**config.mk**
```make
export PLATFORM = sky130hd
export DESIGN_NAME = wptr_full
export DESIGN_NICKNAME = d
export VERILOG_FILES = /design/src/rtl/wptr_full.sv
export SDC_FILE = /design/constraint.sdc
export NUM_CORES = 1
export LEC_CHECK = 0
export ABC_CLOCK_PERIOD_IN_PS = 3020
export BUFFER_PORTS_ARGS = -buffer_cell sky130_fd_sc_hd__buf_2
export CAP_MARGIN = 10
export CORE_AREA = 2 2 50 52
export DETAILED_ROUTE_END_ITERATION = 10
export DIE_AREA = 0 0 52 54
export GPL_ROUTABILITY_DRIVEN = 1
export PLACE_DENSITY = 0.68
export SYNTH_ARGS = -nofsm -noshare
export SYNTH_HDL_FRONTEND = slang
export SYNTH_SLANG_ARGS = --single-unit
```
**constraint.sdc**
```tcl
create_clock -name wclk -period 3.02 [get_ports wclk]
set_input_delay 0.604 -clock wclk [delete_from_list [all_inputs] [get_ports wclk]]
set_output_delay 0.604 -clock wclk [all_outputs]
set_load 0.005 [all_outputs]
```
**src/rtl/wptr_full.sv**
```systemverilog
// Write-side pointer and status stage of the async FIFO.
// Keeps the binary write pointer and publishes it in Gray code to the read
// domain. Compares it with the synchronized Gray read pointer to produce
// registered full, almost-full, occupancy and sticky overflow status.
module wptr_full #(
  parameter int ADDR_WIDTH = 4,
  parameter int AF_THRESH  = 14
) (
  input  logic                  wclk,
  input  logic                  w_nrst,
  input  logic                  winc,
  input  logic [ADDR_WIDTH:0]   sync_rptr,
  input  logic                  clr_ovf,
  output logic                  wen,
  output logic [ADDR_WIDTH-1:0] waddr,
  output logic [ADDR_WIDTH:0]   wptr,
  output logic                  full,
  output logic                  almost_full,
  output logic [ADDR_WIDTH:0]   wcount,
  output logic                  overflow
);

  localparam int PW = ADDR_WIDTH + 1;
  // Full means the write pointer is the read pointer with its top two Gray
  // bits inverted. For ADDR_WIDTH=1 this mask inverts both pointer bits.
  localparam logic [PW-1:0] FULL_MASK = PW'(32'd3) << (ADDR_WIDTH - 1);
  localparam logic [PW-1:0] AF_LEVEL  = PW'(AF_THRESH);

  function automatic logic [PW-1:0] bin2gray(input logic [PW-1:0] b);
    return b ^ {1'b0, b[PW-1:1]};
  endfunction

  function automatic logic [PW-1:0] gray2bin(input logic [PW-1:0] g);
    logic [PW-1:0] b;
    b = '0;
    b[PW-1] = g[PW-1];
    for (int i = PW - 2; i >= 0; i--) begin
      b[i] = b[i+1] ^ g[i];
    end
    return b;
  endfunction

  logic [PW-1:0] wbin_r;
  logic [PW-1:0] wptr_r;
  logic          full_r;
  logic          almost_full_r;
  logic [PW-1:0] wcount_r;
  logic          overflow_r;

  logic          wen_s;
  logic [PW-1:0] wbin_next_s;
  logic [PW-1:0] wgray_next_s;
  logic [PW-1:0] rbin_s;
  logic [PW-1:0] count_next_s;
  logic          full_next_s;
  logic          almost_full_next_s;
  logic          overflow_next_s;

  // Next-state computation: pointer advance, flags, occupancy and overflow.
  always_comb begin
    wen_s              = 1'b0;
    wbin_next_s        = wbin_r;
    wgray_next_s       = wptr_r;
    rbin_s             = '0;
    count_next_s       = '0;
    full_next_s        = 1'b0;
    almost_full_next_s = 1'b0;
    overflow_next_s    = overflow_r;

    wen_s              = winc & ~full_r;
    wbin_next_s        = wbin_r + {{ADDR_WIDTH{1'b0}}, wen_s};
    wgray_next_s       = bin2gray(wbin_next_s);
    rbin_s             = gray2bin(sync_rptr);
    count_next_s       = wbin_next_s - rbin_s;
    full_next_s        = (wgray_next_s == (sync_rptr ^ FULL_MASK));
    almost_full_next_s = (count_next_s >= AF_LEVEL);

    // An overflowing write outranks a clear in the same cycle.
    if (winc && full_r) begin
      overflow_next_s = 1'b1;
    end else if (clr_ovf) begin
      overflow_next_s = 1'b0;
    end else begin
      overflow_next_s = overflow_r;
    end
  end

  // Pointer and status registers; asynchronous reset clears everything at once.
  always_ff @(posedge wclk or negedge w_nrst) begin
    if (!w_nrst) begin
      wbin_r        <= '0;
      wptr_r        <= '0;
      full_r        <= 1'b0;
      almost_full_r <= 1'b0;
      wcount_r      <= '0;
      overflow_r    <= 1'b0;
    end else begin
      wbin_r        <= wbin_next_s;
      wptr_r        <= wgray_next_s;
      full_r        <= full_next_s;
      almost_full_r <= almost_full_next_s;
      wcount_r      <= count_next_s;
      overflow_r    <= overflow_next_s;
    end
  end

  assign wen         = wen_s;
  assign waddr       = wbin_r[ADDR_WIDTH-1:0];
  assign wptr        = wptr_r;
  assign full        = full_r;
  assign almost_full = almost_full_r;
  assign wcount      = wcount_r;
  assign overflow    = overflow_r;

endmodule

```
==> out/qor.json, run 1 <==
{
  "clock-root-buffer": {"value": "sky130_fd_sc_hd__clkbuf_4"},
  "grt.overflow.total": {"value": 0},
  "placed_cells_incl_taps": {"value": 140},
  "vdd_ir_drop_max": {"value": 0.000468, "unit": "V"},
  "total_leakage_power": {"value": 0.579, "unit": "nW"},
  "cts_made_buffers": {"value": 3},
  "reg2reg_from": {"value": "full"},
  "synth-seq-cells": {"value": 17},
  "mappedNetlistNets": {"value": 98},
  "core": {"value": 0.00232, "unit": "mm2"},
  "netlist_instances": {"value": 82},
  "timing.reg2reg.setup_slack": {"value": 660, "unit": "ps"},
  "critical_path_required": {"value": 3180, "unit": "ps"},
  "regToRegEndpoint": {"value": "almost_full"},
  "routed_via_density": {"value": 4.68},
  "fillers": {"value": 217},
  "finalWirelength": {"value": 1680, "unit": "um"},
  "critical_path.startpoint_type": {"value": "input pin"},
  "synthDistinctLibCells": {"value": 30},
  "ant_nets": {"value": 0},
  "insertion_delay": {"value": 290, "unit": "ps"},
  "starting_utilization_of_the_core_area": {"value": 41.7, "unit": "%"},
  "rows": {"value": 18},
  "routedWlPerCell": {"value": 11.6, "unit": "um"},
  "worst_max_slew_pin_slew": {"value": 384, "unit": "ps"},
  "timing.critical_path.to_type": {"value": "register"},
  "globalRouteTotalUtil": {"value": 14.0, "unit": "%"},
  "max-clock-path-buffers": {"value": 2},
  "fin_worst_skew": {"value": 0.825, "unit": "ps"},
  "final_cell_mix": {"value": "sky130_fd_sc_hd__buf_2 (26), sky130_fd_sc_hd__dfrtp_1 (17), sky130_fd_sc_hd__xnor2_1 (13)"},
  "route.detailed.drc": {"value": 0},
  "final.hold.worst_slack": {"value": 214, "unit": "ps"},
  "cts-hold-fix-buffers": {"value": 0},
  "drv.max_cap_violation_count": {"value": 0},
  "timing.fmax": {"value": 386, "unit": "MHz"},
  "place.port_buffers": {"value": 26},
  "crit_arrival": {"value": 2750, "unit": "ps"},
  "fin_crit": {"value": 2590, "unit": "ps"},
  "setup_viol": {"value": 0},
  "rsz0062_at_grt": {"value": "no"},
  "layout_commonest_cell": {"value": "sky130_fd_sc_hd__buf_2"},
  "post_route_cells_drive_above_1_share": {"value": 33.3, "unit": "%"},
  "die_width": {"value": 52, "unit": "um"},
  "cts_sinks": {"value": 17},
  "layout.cells.non_filler": {"value": 144},
  "drt_pre_antenna_iters": {"value": 3},
  "grt_antenna_before_repair": {"value": 0},
  "half_perimeter_wire_length_after_placement": {"value": 1350, "unit": "um"},
  "postCtsResizedCells": {"value": 0},
  "gp_congestion": {"value": 0.761},
  "report.final.slew_viol_count": {"value": 0},
  "cts_setup_buffers": {"value": 0},
  "total_nets_final": {"value": 131},
  "die-area": {"value": 0.00281, "unit": "mm2"},
  "drt_iter0_drc": {"value": 1},
  "r2r_cells": {"value": 10},
  "yosysSeqAreaShare": {"value": 43.9, "unit": "%"},
  "hold_viol": {"value": 0},
  "finalSetupTns": {"value": 0, "unit": "ps"},
  "min_period_over_period": {"value": 85.9, "unit": "%"},
  "netlist_area_before_placement": {"value": 968, "unit": "um2"},
  "run_status": {"value": "complete, no violations"},
  "synth-warning-count": {"value": 0},
  "worst_setup_path_category": {"value": "in2reg"},
  "final_antenna_diode_count": {"value": 0},
  "highest_net_fanout_along_the_worst_path": {"value": 3},
  "num_vias": {"value": 674},
  "power-per-cell-area": {"value": 1220, "unit": "mW/mm2"},
  "grt_max_degree": {"value": 18},
  "tritoncts_clock_tree": {"value": "yes"},
  "layout_area_overhead": {"value": 22.1, "unit": "%"},
  "number_of_global_route_vias_before_repair": {"value": 624},
  "hp-class": {"value": "in2async"},
  "timing.slew.headroom": {"value": 74.4, "unit": "%"},
  "die-height": {"value": 54, "unit": "um"},
  "clkSlewWorstSetupHoldPaths": {"value": 100, "unit": "ps"},
  "cts.htree.levels": {"value": 1},
  "worstSetupStartpoint": {"value": "sync_rptr[4]"},
  "syn_avg_cell_area": {"value": 11.8, "unit": "um2"},
  "layout.core_utilization": {"value": 51.0, "unit": "%"},
  "ios": {"value": 27},
  "grt_first_pass_wirelength": {"value": 2760, "unit": "um"}
}
==> synthesized netlist by cell type <==
cell | n | share of area (%)
sky130_fd_sc_hd__dfrtp_1 | 17 | 44
sky130_fd_sc_hd__xnor2_1 | 13 | 12
sky130_fd_sc_hd__inv_1 | 8 | 3.1
sky130_fd_sc_hd__ha_1 | 6 | 7.8
sky130_fd_sc_hd__nand2_1 | 4 | 1.5
sky130_fd_sc_hd__xor2_1 | 4 | 3.6
sky130_fd_sc_hd__nor2b_1 | 3 | 1.9
sky130_fd_sc_hd__o21ai_0 | 3 | 1.5
sky130_fd_sc_hd__a21boi_0 | 2 | 1.5
sky130_fd_sc_hd__nand2b_1 | 2 | 1.3
sky130_fd_sc_hd__a211oi_2 | 1 | 1.3
sky130_fd_sc_hd__a21oi_1 | 1 | 0.52
sky130_fd_sc_hd__a2bb2oi_1 | 1 | 0.90
sky130_fd_sc_hd__and2b_4 | 1 | 1.0
sky130_fd_sc_hd__and4b_1 | 1 | 1.0
sky130_fd_sc_hd__buf_2 | 1 | 0.52
sky130_fd_sc_hd__clkbuf_2 | 1 | 0.52
sky130_fd_sc_hd__fa_1 | 1 | 2.1
sky130_fd_sc_hd__nand3_1 | 1 | 0.52
sky130_fd_sc_hd__nand4_1 | 1 | 0.65
sky130_fd_sc_hd__nor2_1 | 1 | 0.39
sky130_fd_sc_hd__nor3b_1 | 1 | 0.78
sky130_fd_sc_hd__nor4_2 | 1 | 1.3
sky130_fd_sc_hd__o211ai_1 | 1 | 0.78
sky130_fd_sc_hd__o311ai_0 | 1 | 0.90
sky130_fd_sc_hd__or3_1 | 1 | 0.65
sky130_fd_sc_hd__xnor2_2 | 1 | 1.7
sky130_fd_sc_hd__xnor3_1 | 1 | 2.3
sky130_fd_sc_hd__xor2_2 | 1 | 1.7
sky130_fd_sc_hd__xor3_1 | 1 | 2.5
==> worst max-delay path by stage <==
stage                  endpoint  slack [ps]  depth (start not counted)
finish              almost_full         430                         11
global route        almost_full         140                         11
CTS                 almost_full         400                         11
detailed placement  almost_full          80                         11
global placement    almost_full         170                         11
floorplan           almost_full         410                         10
==> critical path, stage by stage <==
cell and delay (ps):
sky130_fd_sc_hd__buf_2 130, sky130_fd_sc_hd__xnor2_2 230, sky130_fd_sc_hd__xor2_2 200, sky130_fd_sc_hd__xor2_1 280, sky130_fd_sc_hd__xnor2_1 110, sky130_fd_sc_hd__ha_1 210
sky130_fd_sc_hd__fa_1 390, sky130_fd_sc_hd__nand2b_1 150, sky130_fd_sc_hd__a21boi_0 180, sky130_fd_sc_hd__or3_1 150, sky130_fd_sc_hd__o311ai_0 120
==> logic make-up after synthesis <==
| group | after synthesis | synth area share, % |
|---|---|---|
| buffers and inverters | 10 | 4.13 |
| and+or+nand+nor | 17 | 11.1 |
| adders and majority gates | 7 | 9.82 |
| AOI/OAI and AO/OA | 10 | 7.49 |
| DFF | 17 | 43.9 |
| xor gates and xnor gates | 21 | 23.5 |
==> state kept, by name (all words and copies together) (netlist names) <==
| name | count |
|---|---|
| wcount | 5 |
| full | 1 |
| overflow | 1 |
| wptr | 4 |
| wbin_r | 5 |
| almost_full | 1 |
==> stage by stage <==
step	worst slack, ps	power [mW]	cell area (um2)
after detailed placement	80.5	1.34	1160
after floorplan	413	1.07	968
final	427	1.45	1180
after global routing	144	1.61	1180
after global placement	172	1.33	1160
after CTS	400	1.47	1180
==> layer usage <==
layer  share of wire [%]  vias to the layer above  global-route usage [%]
met2                  49                       17                    22.2
met5                   0                        -                       0
met3                 4.7                        5                    2.78
met4                 2.8                        0                    9.21
met1                  43                      318                    17.5
li1                    -                      334                       -
==> cell type report <==
type	instances	area [um2]	area share (%)
sequential	17	425	36.0
timing repair buffer	30	160	13.5
clock buffer	4	26.3	2.22
multi-input combinational	55	503	42.5
inverter	8	30.0	2.54
tap	30	37.5	3.17
==> where the power goes <==
| part | switching (mW) | internal [mW] |
|---|---|---|
| Sequential | 0.0788 | 0.354 |
| Combinational | 0.413 | 0.477 |
| Clock | 0.0739 | 0.0514 |
| Total | 0.566 | 0.882 |
Note: power is estimated with default switching activity, not from simulation.
==> inputs of run 2 (changes only) <==
CORE_AREA = 2 2 66 68   (was 2 2 50 52)
DIE_AREA = 0 0 68 70   (was 0 0 52 54)
PLACE_DENSITY = unset   (was 0.68)
==> run 2 against run 1 <==
Net effect:
- maximum frequency shrank 6.1%
- highest routed layer unchanged
- non-clock buffer count stayed put
- first-iteration DRC count increased to 21 times the previous value
- critical path type unchanged
- critical endpoint unchanged
==> out/qor.json, run 2 (synthesized netlist as in run 1, its figures left out) <==
{
  "rsz0062_at_grt": {"value": "no"},
  "ios": {"value": 27, "change": "unchanged"},
  "cts.htree.levels": {"value": 1, "change": "unchanged"},
  "starting_utilization_of_the_core_area": {"value": 23.4, "unit": "%", "change": "-18 points"},
  "drv.max_cap_violation_count": {"value": 0, "change": "unchanged"},
  "globalRouteTotalUtil": {"value": 9.23, "unit": "%", "change": "-4.8 points"},
  "hold_viol": {"value": 0, "change": "unchanged"},
  "die_width": {"value": 68, "unit": "um", "change": "+31%"},
  "final_critical_path_setup_slack": {"value": 258, "unit": "ps", "change": "-168 ps"},
  "tritoncts_clock_tree": {"value": "yes"},
  "final_antenna_diode_count": {"value": 0, "change": "unchanged"},
  "worst_setup_path_category": {"value": "in2reg"},
  "critical_path.startpoint_type": {"value": "input pin"},
  "drt_pre_antenna_iters": {"value": 4, "change": "+1"},
  "timing.slew.headroom": {"value": 73.8, "unit": "%", "change": "-0.65 points"},
  "grt_first_pass_wirelength": {"value": 3190, "unit": "um", "change": "+16%"},
  "routed_via_density": {"value": 4.14, "change": "-12%"},
  "setup_viol": {"value": 0, "change": "unchanged"},
  "total_leakage_power": {"value": 0.587, "unit": "nW", "change": "+1.3%"},
  "insertion_delay": {"value": 250, "unit": "ps", "change": "-40 ps"},
  "power-per-cell-area": {"value": 1240, "unit": "mW/mm2", "change": "+1.4%"},
  "report.final.slew_viol_count": {"value": 0, "change": "unchanged"},
  "placed_cells_incl_taps": {"value": 162, "change": "+16%"},
  "place.port_buffers": {"value": 26, "change": "unchanged"},
  "rows": {"value": 24, "change": "+6"},
  "gp_congestion": {"value": 0.795, "change": "+4.5%"},
  "fillers": {"value": 448, "change": "+110%"},
  "num_vias": {"value": 687, "change": "+1.9%"},
  "core": {"value": 0.00414, "unit": "mm2", "change": "+79%"},
  "reg2reg_from": {"value": "full"},
  "run_status": {"value": "complete, no violations"},
  "worst_max_slew_pin_slew": {"value": 393, "unit": "ps", "change": "+9.69 ps"},
  "drt_iter0_drc": {"value": 21, "change": "+20"},
  "max-clock-path-buffers": {"value": 2, "change": "unchanged"},
  "routedWlPerCell": {"value": 11.7, "unit": "um", "change": "+0.73%"},
  "final_cell_mix": {"value": "sky130_fd_sc_hd__buf_2 (26), sky130_fd_sc_hd__dfrtp_1 (17), sky130_fd_sc_hd__xnor2_1 (13)"},
  "number_of_global_route_vias_before_repair": {"value": 706, "change": "+13%"},
  "finalWirelength": {"value": 1950, "unit": "um", "change": "+16%"},
  "ant_nets": {"value": 0, "change": "unchanged"},
  "grt_antenna_before_repair": {"value": 0, "change": "unchanged"},
  "vdd_ir_drop_max": {"value": 0.000326, "unit": "V", "change": "-30%"},
  "die-area": {"value": 0.00476, "unit": "mm2", "change": "+70%"},
  "layout.cells.non_filler": {"value": 166, "change": "+15%"},
  "cts_made_buffers": {"value": 3, "change": "unchanged"},
  "total_nets_final": {"value": 131, "change": "unchanged"},
  "clock-root-buffer": {"value": "sky130_fd_sc_hd__clkbuf_8"},
  "half_perimeter_wire_length_after_placement": {"value": 1550, "unit": "um", "change": "+15%"},
  "grt_max_degree": {"value": 18, "change": "unchanged"},
  "grt.overflow.total": {"value": 0, "change": "unchanged"},
  "cts-hold-fix-buffers": {"value": 0, "change": "unchanged"},
  "highest_net_fanout_along_the_worst_path": {"value": 3, "change": "unchanged"},
  "clkSlewWorstSetupHoldPaths": {"value": 60, "unit": "ps", "change": "-40 ps"},
  "layout_area_overhead": {"value": 26.9, "unit": "%"},
  "die-height": {"value": 70, "unit": "um", "change": "+30%"},
  "worstSetupStartpoint": {"value": "sync_rptr[4]"},
  "critical_path_required": {"value": 3120, "unit": "ps", "change": "-60 ps"},
  "postCtsResizedCells": {"value": 0, "change": "unchanged"},
  "post_route_cells_drive_above_1_share": {"value": 33.3, "unit": "%", "change": "unchanged"},
  "crit_arrival": {"value": 2870, "unit": "ps", "change": "+120 ps"},
  "r2r_cells": {"value": 10, "change": "unchanged"},
  "final.hold.worst_slack": {"value": 270, "unit": "ps", "change": "+55.8 ps"},
  "timing.fmax": {"value": 362, "unit": "MHz", "change": "-6.1%"},
  "min_period_over_period": {"value": 91.4, "unit": "%", "change": "+5.6 points"},
  "layout.core_utilization": {"value": 29.6, "unit": "%", "change": "-21 points"},
  "cts_setup_buffers": {"value": 0, "change": "unchanged"},
  "fin_worst_skew": {"value": 1.80, "unit": "ps", "change": "+0.979 ps"},
  "hp-class": {"value": "in2async"},
  "fin_crit": {"value": 2760, "unit": "ps", "change": "+168 ps"},
  "multi_input_comb_area": {"value": 503, "unit": "um2", "change": "unchanged"},
  "timing.critical_path.to_type": {"value": "register"},
  "cts_sinks": {"value": 17, "change": "unchanged"},
  "seqCellArea": {"value": 425, "unit": "um2", "change": "unchanged"},
  "layout_commonest_cell": {"value": "sky130_fd_sc_hd__buf_2"},
  "detailedPlace.worstSlack": {"value": -6.03, "unit": "ps", "change": "-86.5 ps"},
  "route.detailed.drc": {"value": 0, "change": "unchanged"}
}
run 2: cell types whose count changed in the layout (fill, tap and decap cells not counted):
cell | previous run | this run
sky130_fd_sc_hd__clkbuf_8 | 0 | 3
sky130_fd_sc_hd__clkbuf_4 | 3 | 0
run 2: path summary, 6_finish.rpt:
check | to | slack [ps]
min in group wclk | overflow | 500
max in group asynchronous | wbin_r[3] | 2470
worst max register to register | almost_full | 590
worst max-delay path | almost_full | 260
worst min register to register | overflow | 500
worst min-delay path | wptr[2] | 270
run 2: layer usage:
layer,vias to the layer above,wire length (um),track usage (%)
met4,0,46,5.11
li1,333,-,-
met2,22,879,14.1
met1,326,848,11.0
met3,6,170,3.38
met5,-,0,0
run 2: cell type report:
cell class / instances / area share [%]
inverter: 8 / 2.44
clock buffer: 4 / 3.67
sequential: 17 / 34.6
tap: 52 / 5.30
multi-input combinational: 55 / 40.9
timing repair buffer: 30 / 13.0
run 2: power breakdown:
group          total (mW)  switching [mW]  internal (mW)
Sequential          0.438          0.0825          0.355
Clock               0.169          0.0753         0.0936
Combinational       0.919           0.440          0.478
Total                1.53           0.598          0.927
run 2: critical path, stage by stage:
cell,delay (ps)
sky130_fd_sc_hd__buf_2,120
sky130_fd_sc_hd__xnor2_2,220
sky130_fd_sc_hd__xor2_2,190
sky130_fd_sc_hd__xor2_1,300
sky130_fd_sc_hd__xnor2_1,110
sky130_fd_sc_hd__ha_1,210
sky130_fd_sc_hd__fa_1,410
sky130_fd_sc_hd__nand2b_1,170
sky130_fd_sc_hd__a21boi_0,230
sky130_fd_sc_hd__or3_1,160
sky130_fd_sc_hd__o311ai_0,130
run 2: stage by stage:
step | setup TNS, ps | instance area [um2] | total power, mW
after floorplan | 0 | 968 | 1.07
after global placement | 0 | 1180 | 1.35
after detailed placement | -6.03 | 1180 | 1.37
after CTS | 0 | 1230 | 1.56
after global routing | 0 | 1230 | 1.68
final | 0 | 1230 | 1.53
